**src/rtl/regwr_arbiter.sv**
```systemverilog
// Register-file writeback arbiter.
// Merges ALU and memory-load writeback requests onto a single registered
// register-file write port. Round-robin arbitration applies only when both
// requesters collide. A clear request runs an 8-write sweep of CLR_VAL to
// R0..R7, and the same sweep runs after every reset.
//
// Ports:
//   clk, rst                      clock, synchronous active-high reset
//   alu_valid/alu_dr/alu_data     ALU writeback request
//   alu_ready                     ALU request accepted this cycle (comb)
//   mem_valid/mem_dr/mem_data     memory-load writeback request
//   mem_ready                     memory request accepted this cycle (comb)
//   clr_req                       start a full clear sweep
//   busy                          clear sweep in progress (comb)
//   Write/dr/dr_in                registered register-file write port
module regwr_arbiter #(
    parameter logic [15:0] CLR_VAL = 16'd0
) (
    input  logic        clk,
    input  logic        rst,
    input  logic        alu_valid,
    input  logic [2:0]  alu_dr,
    input  logic [15:0] alu_data,
    output logic        alu_ready,
    input  logic        mem_valid,
    input  logic [2:0]  mem_dr,
    input  logic [15:0] mem_data,
    output logic        mem_ready,
    input  logic        clr_req,
    output logic        busy,
    output logic        Write,
    output logic [2:0]  dr,
    output logic [15:0] dr_in
);

    localparam int unsigned IDX_W  = 3;
    localparam int unsigned DATA_W = 16;

    typedef enum logic {
        CLEAR = 1'b0,
        ARB   = 1'b1
    } state_t;

    state_t              state, state_next;
    logic [IDX_W-1:0]    idx, idx_next;
    logic                rr, rr_next;     // 0: MEM favoured, 1: ALU favoured
    logic                write_next;
    logic [IDX_W-1:0]    dr_next;
    logic [DATA_W-1:0]   dr_in_next;

    // Next-state, grant and write-port computation
    always_comb begin
        state_next = state;
        idx_next   = idx;
        rr_next    = rr;
        write_next = 1'b0;
        dr_next    = dr;
        dr_in_next = dr_in;
        alu_ready  = 1'b0;
        mem_ready  = 1'b0;
        busy       = 1'b0;

        if (rst) begin
            // Readys held low and busy high while reset is asserted
            busy = 1'b1;
        end else begin
            case (state)
                CLEAR: begin
                    busy       = 1'b1;
                    write_next = 1'b1;
                    dr_next    = idx;
                    dr_in_next = CLR_VAL;
                    idx_next   = idx + IDX_W'(1);
                    if (idx == IDX_W'(7)) begin
                        state_next = ARB;
                    end
                end
                ARB: begin
                    if (clr_req) begin
                        state_next = CLEAR;
                        idx_next   = '0;
                    end else begin
                        if (alu_valid && mem_valid) begin
                            alu_ready = rr;
                            mem_ready = ~rr;
                        end else begin
                            alu_ready = alu_valid;
                            mem_ready = mem_valid;
                        end

                        // rr moves only when the grant resolved a collision
                        if (alu_ready) begin
                            write_next = 1'b1;
                            dr_next    = alu_dr;
                            dr_in_next = alu_data;
                            if (mem_valid) begin
                                rr_next = 1'b0;
                            end
                        end else if (mem_ready) begin
                            write_next = 1'b1;
                            dr_next    = mem_dr;
                            dr_in_next = mem_data;
                            if (alu_valid) begin
                                rr_next = 1'b1;
                            end
                        end
                    end
                end
            endcase
        end
    end

    // State and write-port registers
    always_ff @(posedge clk) begin
        if (rst) begin
            state <= CLEAR;
            idx   <= '0;
            rr    <= 1'b0;
            Write <= 1'b0;
            dr    <= '0;
            dr_in <= '0;
        end else begin
            state <= state_next;
            idx   <= idx_next;
            rr    <= rr_next;
            Write <= write_next;
            dr    <= dr_next;
            dr_in <= dr_in_next;
        end
    end

endmodule

```
**config.mk**
```make
export PLATFORM = sky130hd
export DESIGN_NAME = regwr_arbiter
export DESIGN_NICKNAME = d
export VERILOG_FILES = /design/src/rtl/regwr_arbiter.sv
export SDC_FILE = /design/constraint.sdc
export NUM_CORES = 1
export LEC_CHECK = 0
export ABC_CLOCK_PERIOD_IN_PS = 1500
export BUFFER_PORTS_ARGS = -buffer_cell sky130_fd_sc_hd__buf_2
export CAP_MARGIN = 20
export CORE_MARGIN = 2
export CORE_UTILIZATION = 43
export CTS_BUF_LIST = sky130_fd_sc_hd__clkbuf_4 sky130_fd_sc_hd__clkbuf_8 sky130_fd_sc_hd__clkbuf_16
export DETAILED_ROUTE_END_ITERATION = 10
export PLACE_DENSITY = 0.76
export SKIP_LAST_GASP = 1
export SLEW_MARGIN = 20
export SYNTH_ARGS = -nofsm -noshare
export SYNTH_HDL_FRONTEND = slang
export SYNTH_SLANG_ARGS = --single-unit
export TNS_END_PERCENT = 20
```
**constraint.sdc**
```tcl
create_clock -name clk -period 1.5 [get_ports clk]
set_input_delay 0.15 -clock clk [delete_from_list [all_inputs] [get_ports clk]]
set_output_delay 0.15 -clock clk [all_outputs]
set_load 0.05 [all_outputs]
```
==> impl_metrics.json, run 1 <==
{
  "status": "completed",
  "seq_total_area_yosys_pct": 42.1,
  "cts_tree": "built",
  "grt_start_max_net_pins": 18,
  "path_clk_slew_ns": 0.14,
  "period_minus_slack_ns": 1.50,
  "power_frac_seq_pct": 57.8,
  "cts_made_buffers": 3,
  "register_area_sq_um": 505,
  "ys_dominant_reg_cell": "sky130_fd_sc_hd__dfxtp_1",
  "synth-edff-count": 0,
  "floorplan.die_area_sq_um": 3200,
  "finished_layout_cell_area_sq_um": 1650,
  "hold_path_depth": 3,
  "max_slew.worst_pin.slew_ns": 0.373,
  "io-pin-count": 66,
  "finalPower_mw": 1.19,
  "achievable-frequency_mhz": 668,
  "relSlewSlack_pct": 74.5,
  "finalCoreUtilization_pct": 61.4,
  "fin_hold_ws_ns": 0.0756,
  "detail_route.wl_per_cell_um": 14.4,
  "holdCritStartpoint": "alu_data[13]",
  "drive_above_1_share_pct": 55.5,
  "power.combinational.fraction_pct": 16.4,
  "grt_setup_unrepaired": "yes",
  "post-place-cells": 200,
  "ys_top_cells_by_count": "sky130_fd_sc_hd__dfxtp_1 (25), sky130_fd_sc_hd__mux2i_1 (18), sky130_fd_sc_hd__o2bb2ai_1 (8), sky130_fd_sc_hd__o2bb2ai_2 (8)",
  "fp.dieW_um": 56.6,
  "placed_area_sq_um": 1610,
  "core_sq_um": 2690,
  "die_h_um": 56.6,
  "buffer_ports.inserted": 65,
  "floorplan.initialDensity_pct": 44.3,
  "leakage_nw": 0.849,
  "r2r-end": "dr_in[3]$_SDFFE_PP0P_",
  "cp_data_arrival_time_ns": 1.35,
  "num-nets-final": 219,
  "yosys_register_bits": 25,
  "power.share.clock_pct": 25.9,
  "crit-reg2reg-launch": "rr$_SDFFE_PP0P_",
  "number_of_global_route_vias_before_repair": 1099,
  "worstSetupEndpointType": "primary output",
  "pre_cts_ws_ns": 0.0511,
  "hold_class": "in2reg",
  "clk_latency_ns": 0.33,
  "dp.final_hpwl_um": 2260,
  "route.vias.total": 1086,
  "p_sw_share_pct": 26.7,
  "finalHoldViolCount": 0,
  "final.period_utilization_pct": 99.8,
  "required_ns": 1.35,
  "grt_pass1_wl_um": 4820,
  "multiInputGateArea_sq_um": 677,
  "dr.pass1.iters": 4,
  "placementRows": 19,
  "fill_cells": 249,
  "synth_cell_type_count": 30,
  "final.setup_skew_ns": 0.00448,
  "internal-power_mw": 0.870,
  "mappedNetlistNets": 149,
  "drtAntennaViolNets": 0,
  "total_routing_usage_reported_by_global_routing_pct": 19.2,
  "power.density_nw_per_um2": 719,
  "cts_num_sinks": 25,
  "cts-root-buf": "sky130_fd_sc_hd__clkbuf_4",
  "drt_iter0_drc": 46,
  "reg2reg_depth": 4,
  "timing.max_cap.violations": 0,
  "grt_overflow": 0,
  "drcViolationCount": 0,
  "finalWirelength_um": 2940,
  "whs_endpoint": "dr_in[13]$_SDFFE_PP0P_",
  "postSynth.asyncResetShare_pct": 0,
  "critPathMaxFanout": 3,
  "postSynthCellCount": 104,
  "setup_viol": 0,
  "report.final.slew_viol_count": 0,
  "totalNegativeSetupSlack_ns": 0,
  "cts.path.max_buffers": 2,
  "detail_route.vias_per_cell": 5.32,
  "power.net_switching_mw": 0.316,
  "areaGrowthSynthToFinish_pct": 38.6,
  "yosysMostFrequentCell": "sky130_fd_sc_hd__dfxtp_1",
  "worstSetupPathType": "reg2out",
  "syn-cell-area_sq_um": 1190,
  "postSynthAreaPerCell_sq_um": 11.4,
  "kind_of_start_point_of_the_critical_path": "flip-flop",
  "total_inserted_antenna_cells": 0,
  "post-synth-top-area-fraction_pct": 42.1,
  "weighted_congestion_at_the_end_of_routability_driven_global_placement": 0.813,
  "cts_max_level": 1,
  "max-vdd-ir-drop_uv": 512,
  "r2r_setup_slack_ns": 0.07,
  "synthesis_warning_total": 0,
  "stdcell_count": 204,
  "netlist.top_cell.by_area": "sky130_fd_sc_hd__dfxtp_1",
  "synth.area.top_cells": "sky130_fd_sc_hd__dfxtp_1 (42%), sky130_fd_sc_hd__mux2i_1 (15%), sky130_fd_sc_hd__o2bb2ai_2 (10%)",
  "ctsHoldBuffers": 0,
  "finalWorstSetupSlack_ns": 0.00262,
  "grt_antenna_before_repair": 0
}
what timing repair did:
| action | CTS | global route |
|---|---|---|
| buffers inserted | 0 | 0 |
| pin swaps | 0 | 0 |
| endpoints found under the hold margin | 0 | 0 |
| endpoints found under the setup margin | 2 | 8 |
| resized for setup | 5 | 0 |
metal layers:
layer  wire length, um  share of wire, %  GRT usage (%)  vias up
met4                56               1.9           8.16        0
met3               229               7.8           4.15        7
met5                 0                 0              0        -
li1                  -                 -              -      531
met2              1380                47           31.9       46
met1              1280                43           23.9      502
worst max-delay path by stage:
stage	startpoint	end	slack (ns)
floorplan	state$_SDFF_PP0_	mem_ready	-0.004
global placement	mem_valid	dr_in[7]$_SDFFE_PP0P_	0.07
detailed placement	mem_valid	dr_in[3]$_SDFFE_PP0P_	0.05
CTS	rr$_SDFFE_PP0P_	mem_ready	-0.007
global route	rr$_SDFFE_PP0P_	mem_ready	-0.05
finish	rr$_SDFFE_PP0P_	mem_ready	0.003
layout make-up:
cell class	instances	area share [%]
Timing Repair Buffer	72	24.1
Tap cell	31	2.35
Inverter	1	0.228
Clock buffer	3	1.37
Multi-Input combinational cell	71	41.0
Sequential cell	25	30.7
Clock inverter	1	0.303
registers in the layout, summed over array words and instances (netlist names):
| register | count |
|---|---|
| dr_in | 16 |
| state | 1 |
| Write | 1 |
| dr | 3 |
| rr | 1 |
| idx | 3 |
cell families after synthesis:
logic type,Yosys count,synth area share [%]
mux,18,15.1
fa+ha+maj,2,2.10
xor+xnor,1,0.736
simple gates,21,11.4
flops,25,42.1
buf+inv,8,4.52
compound gates,29,24.1
power by group through the flow:
stage          sequential (mW)  combinational, mW  clock, mW
2_1_floorplan            0.722             0.0913          0
3_3_place_gp             0.701              0.190          0
3_5_place_dp             0.702              0.195          0
4_1_cts                  0.685              0.196      0.318
5_1_grt                  0.687              0.214      0.335
6_report                 0.685              0.194      0.307
cell usage in the layout, fill, tap and decap left out, types with 2 or more instances in the layout:
cell type / synthesis / layout
sky130_fd_sc_hd__ha_1: 2 / 2
sky130_fd_sc_hd__o22ai_2: 2 / 2
sky130_fd_sc_hd__a31oi_1: 2 / 2
sky130_fd_sc_hd__nand3b_1: 2 / 2
sky130_fd_sc_hd__nand2b_4: 1 / 2
sky130_fd_sc_hd__a21oi_1: 4 / 4
sky130_fd_sc_hd__nor2_1: 4 / 4
sky130_fd_sc_hd__o2bb2ai_2: 8 / 8
sky130_fd_sc_hd__buf_2: 1 / 64
sky130_fd_sc_hd__dfxtp_1: 25 / 23
sky130_fd_sc_hd__nor2b_1: 2 / 2
sky130_fd_sc_hd__mux2i_1: 18 / 18
sky130_fd_sc_hd__o2bb2ai_1: 8 / 8
sky130_fd_sc_hd__clkbuf_4: 0 / 3
sky130_fd_sc_hd__buf_4: 2 / 6
sky130_fd_sc_hd__nand2b_1: 4 / 3
critical path, cell delays in order (launching register included):
cell	delay [ns]
sky130_fd_sc_hd__dfxtp_2	0.36
sky130_fd_sc_hd__buf_4	0.15
sky130_fd_sc_hd__a2111oi_4	0.31
sky130_fd_sc_hd__buf_6	0.21
Note: power is estimated with default switching activity, not from simulation.
==> inputs of run 2 (changes only) <==
- CELL_PAD_IN_SITES_DETAIL_PLACEMENT: default -> 0
- CELL_PAD_IN_SITES_GLOBAL_PLACEMENT: default -> 2
- CORE_UTILIZATION: 43 -> 25
- REMOVE_ABC_BUFFERS: default -> 1
==> impl_metrics.json, run 2 (synthesis results as in run 1) <==
{
  "cts_max_level": 1,
  "most_frequent_standard_cell_in_the_layout_excluding_fill_and_tap_cells": "sky130_fd_sc_hd__buf_2",
  "period_minus_slack_ns": 1.45,
  "num-nets-final": 219,
  "fill_cells": 484,
  "floorplan.die_area_sq_um": 5330,
  "critical_path.top_delay_family": "flip-flops",
  "finalWirelength_um": 3000,
  "stdcell_count": 227,
  "kind_of_start_point_of_the_critical_path": "flip-flop",
  "finalCoreUtilization_pct": 35.3,
  "fp.dieW_um": 73.0,
  "power.density_nw_per_um2": 780,
  "cts_made_buffers": 3,
  "cts-root-buf": "sky130_fd_sc_hd__clkbuf_8",
  "detail_route.vias_per_cell": 4.66,
  "max_slew.worst_pin.slew_ns": 0.405,
  "grt_antenna_before_repair": 0,
  "relSlewSlack_pct": 72.3,
  "timing.max_cap.violations": 0,
  "route.vias.total": 1058,
  "status": "completed",
  "placed_area_sq_um": 1590,
  "setup_viol": 0,
  "drive_above_1_share_pct": 53.8,
  "clk_latency_ns": 0.27,
  "floorplan.initialDensity_pct": 25.5,
  "cts_num_sinks": 25,
  "worstSetupPathType": "reg2out",
  "critPathMaxFanout": 4,
  "largest_register_ffs": 16,
  "grt_overflow": 0,
  "layout.cells.most_common_list": "sky130_fd_sc_hd__buf_2 (64), sky130_fd_sc_hd__dfxtp_1 (24), sky130_fd_sc_hd__mux2i_1 (18)",
  "cell_by_cell_trace_of_the_critical_path": "o21ai_2 > nor3_1 > buf_2",
  "dp.final_hpwl_um": 2250,
  "achievable-frequency_mhz": 687,
  "reg_top3": "dr_in (16), dr (3), idx (3)",
  "path_clk_slew_ns": 0.09,
  "total_routing_usage_reported_by_global_routing_pct": 11.1,
  "drcViolationCount": 0,
  "areaGrowthSynthToFinish_pct": 38.3,
  "number_of_global_route_vias_before_repair": 1022,
  "dr.pass1.iters": 4,
  "max-vdd-ir-drop_uv": 389,
  "post-place-cells": 223,
  "grt_setup_unrepaired": "yes",
  "largest_register": "dr_in",
  "critPathMaxStageDelay_ns": 0.45,
  "worstSetupEndpointType": "primary output",
  "drtAntennaViolNets": 0,
  "drt_iter0_drc": 37,
  "total_inserted_antenna_cells": 0,
  "ctsHoldBuffers": 0,
  "leakage_nw": 0.835,
  "core_sq_um": 4660,
  "slowest_stage": "sky130_fd_sc_hd__dfxtp_1",
  "cts.path.max_buffers": 2,
  "finished_layout_cell_area_sq_um": 1650,
  "worstPathBufferInverterCount": 1,
  "report.final.slew_viol_count": 0,
  "postCtsSetupBuffers": 0,
  "required_ns": 1.35,
  "weighted_congestion_at_the_end_of_routability_driven_global_placement": 0.671,
  "final.setup_skew_ns": 0.00473,
  "finalHoldViolCount": 0,
  "grt_pass1_wl_um": 4660,
  "buffer_ports.inserted": 65,
  "final.period_utilization_pct": 97.0,
  "die_h_um": 73.0,
  "cp_data_arrival_time_ns": 1.30,
  "placementRows": 25,
  "cts_tree": "built",
  "io-pin-count": 66,
  "grt_start_max_net_pins": 19,
  "detail_route.wl_per_cell_um": 13.2,
  "hold_class": "in2reg"
}
==> run 2: through the flow <==
| step | setup TNS, ns | setup slack [ns] | hold slack, ns | power [mW] |
|---|---|---|---|---|
| final | 0 | 0.0451 | 0.139 | 1.28 |
| after global routing | -0.0186 | -0.0186 | 0.142 | 1.34 |
| after CTS | 0 | 0.0246 | 0.134 | 1.30 |
| after detailed placement | 0 | 0.173 | 0.422 | 0.894 |
| after global placement | 0 | 0.212 | 0.413 | 0.889 |
| after floorplan | -14.17 | -2.12 | 0.219 | 0.805 |
==> run 2: per-layer routing <==
metal | GRT usage (%) | vias up | routed length, um
met5 | 0 | - | 0
met1 | 14.1 | 478 | 1330
met2 | 18.5 | 47 | 1430
li1 | - | 533 | -
met3 | 4.14 | 0 | 246
met4 | 1.23 | 0 | 0
==> run 2: layout make-up <==
cell class	instances	area, sq um	area share, %
tap	54	67.6	4.11
clock inverter	1	5.00	0.304
clock buffer	3	41.3	2.51
inverter	1	3.75	0.228
sequential	25	502	30.5
multi-input combinational	71	646	39.2
timing repair buffer	72	380	23.1
==> run 2: where the power goes <==
group | switching [mW] | total, mW | internal [mW]
sequential | 0.00889 | 0.686 | 0.677
clock | 0.219 | 0.404 | 0.186
combinational | 0.0984 | 0.193 | 0.0943
==> run 2: final timing paths <==
kind,from,cells past startpoint,endpoint,slack [ns]
worst max-delay path,rr$_SDFFE_PP0P_,3,alu_ready,0.05
worst min-delay path,alu_data[14],3,dr_in[14]$_SDFFE_PP0P_,0.14
worst max register to register,rr$_SDFFE_PP0P_,4,dr[0]$_SDFFE_PP0P_,0.17
worst min register to register,dr_in[13]$_SDFFE_PP0P_,1,dr_in[13]$_SDFFE_PP0P_,0.47
==> run 2: worst reg2reg max path: cells and delay by family, from the launching register on <==
family,cells,cell delay (ns)
DFF,1,0.38
buffers and inverters,1,0.26
and+or+nand+nor,1,0.07
AOI/OAI and AO/OA,2,0.53
==> run 2: repair_timing <==
item                                    CTS  global route
gates resized for setup                   3             1
endpoints found under the setup margin    1             2
pin swaps                                 0             0
